`config.mk`:
```
export PLATFORM = sky130hd
export DESIGN_NAME = sram_like_arbiter
export DESIGN_NICKNAME = d
export VERILOG_FILES = /design/src/rtl/sram_like_arbiter_pkg.sv /design/src/rtl/sram_like_arbiter_tag_fifo.sv /design/src/rtl/sram_like_arbiter.sv
export SDC_FILE = /design/constraint.sdc
export NUM_CORES = 1
export LEC_CHECK = 0
export BUFFER_PORTS_ARGS = -buffer_cell sky130_fd_sc_hd__buf_2
export CAP_MARGIN = 25
export CELL_PAD_IN_SITES_DETAIL_PLACEMENT = 0
export CELL_PAD_IN_SITES_GLOBAL_PLACEMENT = 2
export CORE_MARGIN = 4
export CORE_UTILIZATION = 13
export CTS_CLUSTER_DIAMETER = 50
export DETAILED_ROUTE_END_ITERATION = 7
export PLACE_DENSITY = 0.81
export SLEW_MARGIN = 40
export SYNTH_ARGS = -nofsm -noshare
export SYNTH_HDL_FRONTEND = slang
export SYNTH_HIERARCHICAL = 1
export SYNTH_SLANG_ARGS = --single-unit
```
`constraint.sdc`:
```
create_clock -name clk -period 2.35 [get_ports clk]
set_input_delay 0.3525 -clock clk [delete_from_list [all_inputs] [get_ports clk]]
set_output_delay 0.3525 -clock clk [all_outputs]
set_load 0.02 [all_outputs]
```
`src/rtl/sram_like_arbiter_pkg.sv`:
```
// Shared constants for the sram-like arbiter: owner tags and request sizes.
package sram_like_arbiter_pkg;

  // Owner tag stored per accepted request
  localparam logic TAG_INST = 1'b0;
  localparam logic TAG_DATA = 1'b1;

  // sram-like request sizes
  localparam logic [1:0] SIZE_BYTE = 2'd0;
  localparam logic [1:0] SIZE_HALF = 2'd1;
  localparam logic [1:0] SIZE_WORD = 2'd2;

  // The requester that is not `tag`
  function automatic logic other_tag(input logic tag);
    return ~tag;
  endfunction

endpackage

```
`src/rtl/sram_like_arbiter_tag_fifo.sv`:
```
// In-order 1-bit owner-tag queue. Full ignores a same-cycle pop so that
// mem_req never depends combinationally on mem_data_ok.
module sram_like_arbiter_tag_fifo #(
  parameter int DEPTH = 4
) (
  input  logic clk,
  input  logic resetn,
  input  logic push,
  input  logic pop,
  input  logic din,
  output logic head,
  output logic full,
  output logic empty
);

  localparam int PTR_W = $clog2(DEPTH);

  logic             tag_mem [DEPTH];
  logic [PTR_W-1:0] wr_ptr_reg;
  logic [PTR_W-1:0] rd_ptr_reg;
  logic [PTR_W:0]   count_reg;
  logic             do_push;
  logic             do_pop;

  assign full    = (count_reg == (PTR_W+1)'(DEPTH));
  assign empty   = (count_reg == '0);
  assign do_push = push & ~full;
  assign do_pop  = pop & ~empty;
  assign head    = tag_mem[rd_ptr_reg];

  // Tag storage; contents are don't-care while the queue is empty
  always_ff @(posedge clk) begin
    if (do_push) tag_mem[wr_ptr_reg] <= din;
  end

  // Pointers wrap naturally because DEPTH is a power of two
  always_ff @(posedge clk or negedge resetn) begin
    if (!resetn) begin
      wr_ptr_reg <= '0;
      rd_ptr_reg <= '0;
      count_reg  <= '0;
    end else begin
      if (do_push) wr_ptr_reg <= wr_ptr_reg + 1'b1;
      if (do_pop)  rd_ptr_reg <= rd_ptr_reg + 1'b1;
      case ({do_push, do_pop})
        2'b10:   count_reg <= count_reg + 1'b1;
        2'b01:   count_reg <= count_reg - 1'b1;
        default: count_reg <= count_reg;
      endcase
    end
  end

endmodule

```
`src/rtl/sram_like_arbiter.sv`:
```
// Shares one sram-like memory port between the instruction and data
// requesters, holds a stalled selection until accepted, and routes in-order
// responses back to the owner recorded at address acceptance.
module sram_like_arbiter
  import sram_like_arbiter_pkg::*;
#(
  parameter int OUTSTANDING   = 4,
  parameter bit DATA_PRIORITY = 1'b1
) (
  input  logic        clk,
  input  logic        resetn,
  input  logic        inst_req,
  input  logic        inst_wr,
  input  logic        inst_cached,
  input  logic [1:0]  inst_size,
  input  logic [3:0]  inst_wstrb,
  input  logic [31:0] inst_addr,
  input  logic [31:0] inst_wdata,
  output logic        inst_addr_ok,
  output logic        inst_data_ok,
  output logic [31:0] inst_rdata,
  input  logic        data_req,
  input  logic        data_wr,
  input  logic        data_cached,
  input  logic [1:0]  data_size,
  input  logic [3:0]  data_wstrb,
  input  logic [31:0] data_addr,
  input  logic [31:0] data_wdata,
  output logic        data_addr_ok,
  output logic        data_data_ok,
  output logic [31:0] data_rdata,
  output logic        mem_req,
  output logic        mem_wr,
  output logic        mem_cached,
  output logic [1:0]  mem_size,
  output logic [3:0]  mem_wstrb,
  output logic [31:0] mem_addr,
  output logic [31:0] mem_wdata,
  input  logic        mem_addr_ok,
  input  logic        mem_data_ok,
  input  logic [31:0] mem_rdata,
  output logic        protocol_err
);

  logic lock_reg;
  logic lock_sel_reg;
  logic rr_prio_reg;
  logic protocol_err_reg;

  logic sel;
  logic locked_req;
  logic sel_req;
  logic accept;
  logic queue_full;
  logic queue_empty;
  logic head_tag;
  logic resp_valid;

  // Pick the requester: a held selection wins while its owner still asks
  always_comb begin
    locked_req = (lock_sel_reg == TAG_DATA) ? data_req : inst_req;
    if (lock_reg && locked_req) begin
      sel = lock_sel_reg;
    end else if (inst_req && data_req) begin
      sel = DATA_PRIORITY ? TAG_DATA : rr_prio_reg;
    end else begin
      sel = data_req ? TAG_DATA : TAG_INST;
    end
  end

  assign sel_req      = (sel == TAG_DATA) ? data_req : inst_req;
  assign mem_req      = resetn & sel_req & ~queue_full;
  assign accept       = mem_req & mem_addr_ok;
  assign inst_addr_ok = accept & (sel == TAG_INST);
  assign data_addr_ok = accept & (sel == TAG_DATA);

  assign mem_wr     = (sel == TAG_DATA) ? data_wr     : inst_wr;
  assign mem_cached = (sel == TAG_DATA) ? data_cached : inst_cached;
  assign mem_size   = (sel == TAG_DATA) ? data_size   : inst_size;
  assign mem_wstrb  = (sel == TAG_DATA) ? data_wstrb  : inst_wstrb;
  assign mem_addr   = (sel == TAG_DATA) ? data_addr   : inst_addr;
  assign mem_wdata  = (sel == TAG_DATA) ? data_wdata  : inst_wdata;

  // A response is only routed when there is an owner to route it to
  assign resp_valid   = resetn & mem_data_ok & ~queue_empty;
  assign inst_data_ok = resp_valid & (head_tag == TAG_INST);
  assign data_data_ok = resp_valid & (head_tag == TAG_DATA);
  assign inst_rdata   = mem_rdata;
  assign data_rdata   = mem_rdata;
  assign protocol_err = protocol_err_reg;

  sram_like_arbiter_tag_fifo #(
    .DEPTH (OUTSTANDING)
  ) u_tag_fifo (
    .clk    (clk),
    .resetn (resetn),
    .push   (accept),
    .pop    (mem_data_ok),
    .din    (sel),
    .head   (head_tag),
    .full   (queue_full),
    .empty  (queue_empty)
  );

  // Lock, round-robin pointer and sticky error flag
  always_ff @(posedge clk or negedge resetn) begin
    if (!resetn) begin
      lock_reg         <= 1'b0;
      lock_sel_reg     <= TAG_INST;
      rr_prio_reg      <= TAG_DATA;
      protocol_err_reg <= 1'b0;
    end else begin
      if (accept) begin
        lock_reg    <= 1'b0;
        rr_prio_reg <= other_tag(sel);
      end else if (mem_req) begin
        lock_reg     <= 1'b1;
        lock_sel_reg <= sel;
      end else if (lock_reg && !locked_req) begin
        lock_reg <= 1'b0;
      end
      if (mem_data_ok && queue_empty) protocol_err_reg <= 1'b1;
    end
  end

endmodule

```
==> impl_metrics.tcl, run 1 <==
set metrics [dict create \
    critical_path.endpoint_type "primary output" \
    count_of_final_hold_check_violations 0 \
    hpwl_mm 7.832 \
    ctsLongestPathBuffers 2 \
    avg_vias_per_cell 3.445 \
    mostFrequentLayoutCell "sky130_fd_sc_hd__buf_2" \
    clk_latency_ns 0.24 \
    internal_power_mw 1.182 \
    drc 0 \
    synthTopCellsByArea "sky130_fd_sc_hd__mux2_4, sky130_fd_sc_hd__buf_4, sky130_fd_sc_hd__dfrtp_1" \
    power_frac_seq 0.212 \
    rsz_0062_raised_after_global_routing "false" \
    tritoncts_clock_tree "done" \
    max_freq_ghz 0.4468 \
    worst_slew_pin_slew_ns 0.4040 \
    fp.dieArea_mm2 0.02041 \
    power.combinational.fraction 0.628 \
    n_fill_cell 2030 \
    ant_nets 0 \
    tritoncts_num_sinks 14 \
    arrival_ns 1.89 \
    cts_hold_repair.buffers 0 \
    setup_total_negative_slack_ns 0 \
    cts_post_setup_buffers_inserted 0 \
    die_y_um 142.9 \
    grt_use_total 0.07348 \
    relSlewSlack 0.7286 \
    critPathKind "register to primary output" \
    floorplan.rows 49 \
    first_pass_grt_wire_length_mm 11.61 \
    report.final.setup_viol 0 \
    layout_worst_path_cycle_share 0.9524 \
    drt-total-wl_mm 8.747 \
    timing.final.crit_period_ns 2.238 \
    grt_max_degree 26 \
    hp-class "input port to async pin" \
    synth-seq-cells 14 \
    overflow 0 \
    seq_area_frac_synth 0.1566 \
    ioPinCount 324 \
    synth.top_cell.area_share 0.3810 \
    cts_htree_levels 1 \
    place.gp.congestion 0.7193 \
    ir_worst_vdd_mv 0.5566 \
    synth_top_cell_by_area "sky130_fd_sc_hd__mux2_4" \
    multiInputGateArea_mm2 0.001416 \
    synth_area_per_cell_um2 11.42 \
    switchingPower_mw 0.7531 \
    power_switching_share 0.3891 \
    yosysWarningCount 6 \
    synth.distinct_cells 28 \
    register_area_um2 370.4 \
    timing.critical_path.from_type "register" \
    post_route_cells_drive_above_1_share 0.8590 \
    finalNetCount 565 \
    critical_path.max_fanout 25 \
    report.power.total_mw 1.935 \
    post_cts_resize_count 0 \
    final_cell_mix "sky130_fd_sc_hd__buf_2, sky130_fd_sc_hd__mux2_4, sky130_fd_sc_hd__mux2_2" \
    syn_nets 395 \
    port_buffer_count 227 \
    die_width_um 142.9 \
    cap_viol_max_count 0 \
    first_global_vias 1986 \
    coreArea_mm2 0.01790 \
    timing.clock.skew_ns 0.001680 \
    path_clk_slew_ns 0.04 \
    detail_route.wl_per_cell_um 14.46 \
    drt_pass1_iterations 4 \
    grt_antenna_before_repair 0 \
    ctsRootBufferMaster "sky130_fd_sc_hd__clkbuf_16" \
    cts_buffers 3 \
    insertedDiodeCount 0 \
    run_status "complete, no violations" \
    vias 2084 \
    power_per_cell_area_mw_per_mm2 566.8 \
    total_leakage_power_nw 1.880 \
    largest_reg_flops 4 \
    detailedRoute.firstIterationViolations 68 \
    power.clock.fraction 0.160 \
    netlist_area_mm2 0.002365 \
    synthCells 207 \
    start_util 0.1321 \
    cp.required_ns 2.00 \
    slew_viol_final 0 \
    syn_to_final_growth_pct 44.39 \
]
-- power groups by stage --
stage | sequential [mW] | clock [mW] | combinational (mW)
floorplan | 0.415 | 0 | 0.955
global placement | 0.410 | 0 | 1.22
detailed placement | 0.414 | 0 | 1.23
CTS | 0.413 | 0.321 | 1.23
global route | 0.424 | 0.334 | 1.33
finish | 0.411 | 0.310 | 1.21
-- per-stage QoR --
step                hold slack, ns  cell area, µm²  cells    util  worst slack, ns
floorplan                  0.05691            2370    207       -          0.02659
global placement            0.3457            3328    600  0.1859           0.1211
detailed placement          0.3525            3328    600  0.1859          0.08209
CTS                        0.09804            3407    604  0.1903          0.06296
global route               0.09880            3415    605  0.1907          0.01543
finish                     0.08324            3415    605  0.1907           0.1119
-- synth_stat cells --
| cell | n |
|---|---|
| sky130_fd_sc_hd__buf_4 | 64 |
| sky130_fd_sc_hd__mux2_4 | 60 |
| sky130_fd_sc_hd__mux2_2 | 15 |
| sky130_fd_sc_hd__dfrtp_1 | 10 |
| sky130_fd_sc_hd__buf_6 | 7 |
| sky130_fd_sc_hd__inv_1 | 7 |
| sky130_fd_sc_hd__ha_1 | 5 |
| sky130_fd_sc_hd__nand2_1 | 5 |
| sky130_fd_sc_hd__edfxtp_1 | 4 |
| sky130_fd_sc_hd__and2_1 | 3 |
| sky130_fd_sc_hd__xnor2_1 | 3 |
| sky130_fd_sc_hd__xor2_1 | 3 |
| sky130_fd_sc_hd__and2_2 | 2 |
| sky130_fd_sc_hd__and3_1 | 2 |
| sky130_fd_sc_hd__nor2_1 | 2 |
| sky130_fd_sc_hd__nor3_1 | 2 |
| sky130_fd_sc_hd__nor3b_1 | 2 |
| sky130_fd_sc_hd__a21o_1 | 1 |
| sky130_fd_sc_hd__buf_2 | 1 |
| sky130_fd_sc_hd__fa_1 | 1 |
| sky130_fd_sc_hd__mux4_2 | 1 |
| sky130_fd_sc_hd__nand3b_1 | 1 |
| sky130_fd_sc_hd__nor2b_4 | 1 |
| sky130_fd_sc_hd__nor3b_4 | 1 |
| sky130_fd_sc_hd__nor4b_1 | 1 |
| sky130_fd_sc_hd__o21ai_0 | 1 |
| sky130_fd_sc_hd__o21bai_1 | 1 |
| sky130_fd_sc_hd__o31a_2 | 1 |
-- final timing paths --
path	start	endpoint	slack, ns	cells past startpoint
min in group clk	mem_data_ok	protocol_err$_DFFE_PN0P_	0.37	2
max in group asynchronous	resetn	u_tag_fifo/count_reg[1]$_DFFE_PN0P_	2.11	2
hold reg to reg	protocol_err$_DFFE_PN0P_	protocol_err$_DFFE_PN0P_	0.49	1
setup / recovery	lock_sel_reg$_DFFE_PN0P_	mem_wstrb[3]	0.11	5
hold / removal	resetn	u_tag_fifo/rd_ptr_reg[0]$_DFFE_PN0P_	0.08	2
setup reg to reg	u_tag_fifo/count_reg[1]$_DFFE_PN0P_	u_tag_fifo/count_reg[2]$_DFFE_PN0P_	0.20	11
-- worst max-delay path: stages, from the launching register on --
cell and delay (ns):
sky130_fd_sc_hd__dfrtp_1 0.39, sky130_fd_sc_hd__nand3b_1 0.21, sky130_fd_sc_hd__nand2_4 0.23, sky130_fd_sc_hd__buf_12 0.25, sky130_fd_sc_hd__mux2_2 0.38, sky130_fd_sc_hd__buf_2 0.17
-- routing by layer --
metal	track usage	vias up	share of wire	routed length, µm
li1	-	981	-	-
met1	0.09196	930	0.37	3222
met2	0.1189	167	0.47	4119
met3	0.03550	6	0.16	1379
met4	0.008004	0	0.0030	26
met5	0	-	0	0
-- area by class of cell --
class                   instances  share of cell area
clock buffers                   3             0.02199
clock inverters                 1            0.001099
inverters                       7            0.007695
multi-input cells             114              0.4148
flip-flops and latches         14              0.1085
well taps                     229             0.08391
repair buffers                237              0.3620
-- cell families after synthesis --
kind of cell / synth area share
xor gates and xnor gates: 0.02223
AOI/OAI and AO/OA: 0.01270
and+or+nand+nor: 0.06190
buffers and inverters: 0.2497
DFF: 0.1566
muxes: 0.4619
adders and majority gates: 0.03492
Note: power is estimated with default switching activity, not from simulation.
==> run 2: changes to the inputs <==
--- a/config.mk
+++ b/config.mk
@@ -13,6 +13,7 @@
 export CORE_UTILIZATION = 13
 export CTS_CLUSTER_DIAMETER = 50
 export DETAILED_ROUTE_END_ITERATION = 7
+export MAX_ROUTING_LAYER = met4
 export PLACE_DENSITY = 0.81
 export SLEW_MARGIN = 40
 export SYNTH_ARGS = -nofsm -noshare
==> run 2 against run 1 <==
  * Die area is the same
  * Core utilization is the same
  * Clock power is essentially flat
  * Critical path depth is the same
  * Maximum frequency grew 0.55%
  * Sequential power is essentially flat
  * Via count is essentially flat
  * Combinational power is essentially flat
  * Non-clock buffer count is the same
  * Worst setup slack gained 0.012 ns
  * Total power is essentially flat
  * Critical path type unchanged
==> impl_metrics.tcl, run 2 (synthesis gave the netlist of run 1 again) <==
set metrics [dict create \
    cts_buffers 3 \
    ir_worst_vdd_mv 0.5567 \
    ant_nets 0 \
    total_leakage_power_nw 1.880 \
    timing.final.crit_period_ns 2.226 \
    slew_viol_final 0 \
    post_route_cells_drive_above_1_share 0.8590 \
    fp.dieArea_mm2 0.02041 \
    postLayoutCoreUtil 0.1907 \
    cap_viol_max_count 0 \
    rsz_0062_raised_after_global_routing "false" \
    hpwl_mm 7.832 \
    timing.clock.skew_ns 0.001694 \
    ioPinCount 324 \
    grt_antenna_before_repair 0 \
    first_pass_grt_wire_length_mm 11.63 \
    setup_total_negative_slack_ns 0 \
    n_fill_cell 2030 \
    layoutNonFillerInstCount 605 \
    ctsLongestPathBuffers 2 \
    vias 2082 \
    count_of_final_hold_check_violations 0 \
    die_y_um 142.9 \
    cp.buffers_inverters 2 \
    largest_delay_contributor_family_on_the_critical_path "simple AND/OR/NAND/NOR gates" \
    path_clk_slew_ns 0.04 \
    critical_path_cell_by_cell "nand3b_1 > nand2_4 > buf_12 > mux2_2 > buf_2" \
    crit_path_top_delay_cell "sky130_fd_sc_hd__dfrtp_1" \
    cts_htree_levels 1 \
    grt_use_total 0.07590 \
    floorplan.rows 49 \
    grt_max_degree 26 \
    largest_reg_flops 4 \
    drt-total-wl_mm 8.800 \
    detailedRoute.firstIterationViolations 55 \
    critical_path.endpoint_type "primary output" \
    finalNetCount 565 \
    report.final.setup_viol 0 \
    detail_route.wl_per_cell_um 14.55 \
    layout_worst_path_cycle_share 0.9471 \
    critPathKind "register to primary output" \
    clk_latency_ns 0.24 \
    timing.critical_path.from_type "register" \
    syn_to_final_growth_pct 44.39 \
    avg_vias_per_cell 3.441 \
    cts_hold_repair.buffers 0 \
    detailedPlace.worstSlack_ns 0.08209 \
    place.gp.congestion 0.7277 \
    start_util 0.1321 \
    final_cell_mix "sky130_fd_sc_hd__buf_2, sky130_fd_sc_hd__mux2_4, sky130_fd_sc_hd__mux2_2" \
    drc 0 \
    hp-class "input port to async pin" \
    drt_pass1_iterations 4 \
    worst_slew_pin_slew_ns 0.4044 \
    run_status "complete, no violations" \
    coreArea_mm2 0.01790 \
    die_width_um 142.9 \
    fin_hold_ws_ns 0.08343 \
    ctsRootBufferMaster "sky130_fd_sc_hd__clkbuf_16" \
    port_buffer_count 227 \
    multiInputGateArea_mm2 0.001416 \
    overflow 0 \
    tritoncts_num_sinks 14 \
    first_global_vias 1988 \
    arrival_ns 1.87 \
    max_freq_ghz 0.4493 \
    insertedDiodeCount 0 \
    maximum_single_stage_delay_on_the_critical_path_ns 0.39 \
    mostFrequentLayoutCell "sky130_fd_sc_hd__buf_2" \
    tritoncts_clock_tree "done" \
    cp.required_ns 2.00 \
    critical_path.max_fanout 25 \
    register_area_um2 370.4 \
    relSlewSlack 0.7283 \
    timing.final.ws_setup_ns 0.1242 \
    power_per_cell_area_mw_per_mm2 566.9 \
    dp.cells 600 \
]
run 2: cell counts in the layout (fill, tap and decap cells not counted):
No cell type changed its count.
run 2: area by class of cell:
cell class	instances	area share
Inverter	7	0.007695
Clock inverter	1	0.001099
Tap cell	229	0.08391
Multi-Input combinational cell	114	0.4148
Timing Repair Buffer	237	0.3620
Sequential cell	14	0.1085
Clock buffer	3	0.02199
run 2: final timing paths:
path / depth (start not counted) / slack [ns] / endpoint / startpoint
worst min register to register: 1 / 0.49 / protocol_err$_DFFE_PN0P_ / protocol_err$_DFFE_PN0P_
max in group asynchronous: 2 / 2.11 / u_tag_fifo/count_reg[1]$_DFFE_PN0P_ / resetn
worst max-delay path: 5 / 0.12 / mem_wstrb[3] / lock_sel_reg$_DFFE_PN0P_
worst max register to register: 11 / 0.20 / u_tag_fifo/count_reg[2]$_DFFE_PN0P_ / u_tag_fifo/count_reg[1]$_DFFE_PN0P_
worst min-delay path: 2 / 0.08 / u_tag_fifo/rd_ptr_reg[0]$_DFFE_PN0P_ / resetn
min in group clk: 2 / 0.37 / protocol_err$_DFFE_PN0P_ / mem_data_ok
run 2: worst reg2reg max path, cell delays in order, from the launching register on:
cell and delay (ns):
sky130_fd_sc_hd__dfrtp_1 0.40, sky130_fd_sc_hd__nor3b_4 0.25, sky130_fd_sc_hd__nor3b_2 0.10, sky130_fd_sc_hd__and2_1 0.16, sky130_fd_sc_hd__nor2b_4 0.12, sky130_fd_sc_hd__inv_1 0.05
sky130_fd_sc_hd__ha_1 0.17, sky130_fd_sc_hd__inv_1 0.06, sky130_fd_sc_hd__fa_1 0.37, sky130_fd_sc_hd__xor2_1 0.15, sky130_fd_sc_hd__nor2_1 0.11, sky130_fd_sc_hd__xor2_1 0.15
run 2: metrics by stage:
step | area (µm²) | total power [mW]
global route | 3415 | 2.088
detailed placement | 3328 | 1.639
global placement | 3328 | 1.628
CTS | 3407 | 1.964
finish | 3415 | 1.936
floorplan | 2370 | 1.370
run 2: metal layers:
metal / routed length [µm] / GRT usage
met4: 23 / 0.008004
met5: 0 / -
met1: 3301 / 0.09277
met3: 1334 / 0.03483
met2: 4141 / 0.1192
run 2: where the power goes:
group          internal [mW]  switching [mW]
clock                  0.224          0.0858
combinational          0.619           0.596
sequential             0.339          0.0717
total                   1.18           0.753
run 2: timing repair:
item | in CTS | in global routing
setup endpoints to repair | 0 | 1
buffers inserted | 0 | 1
resized for setup | 0 | 0
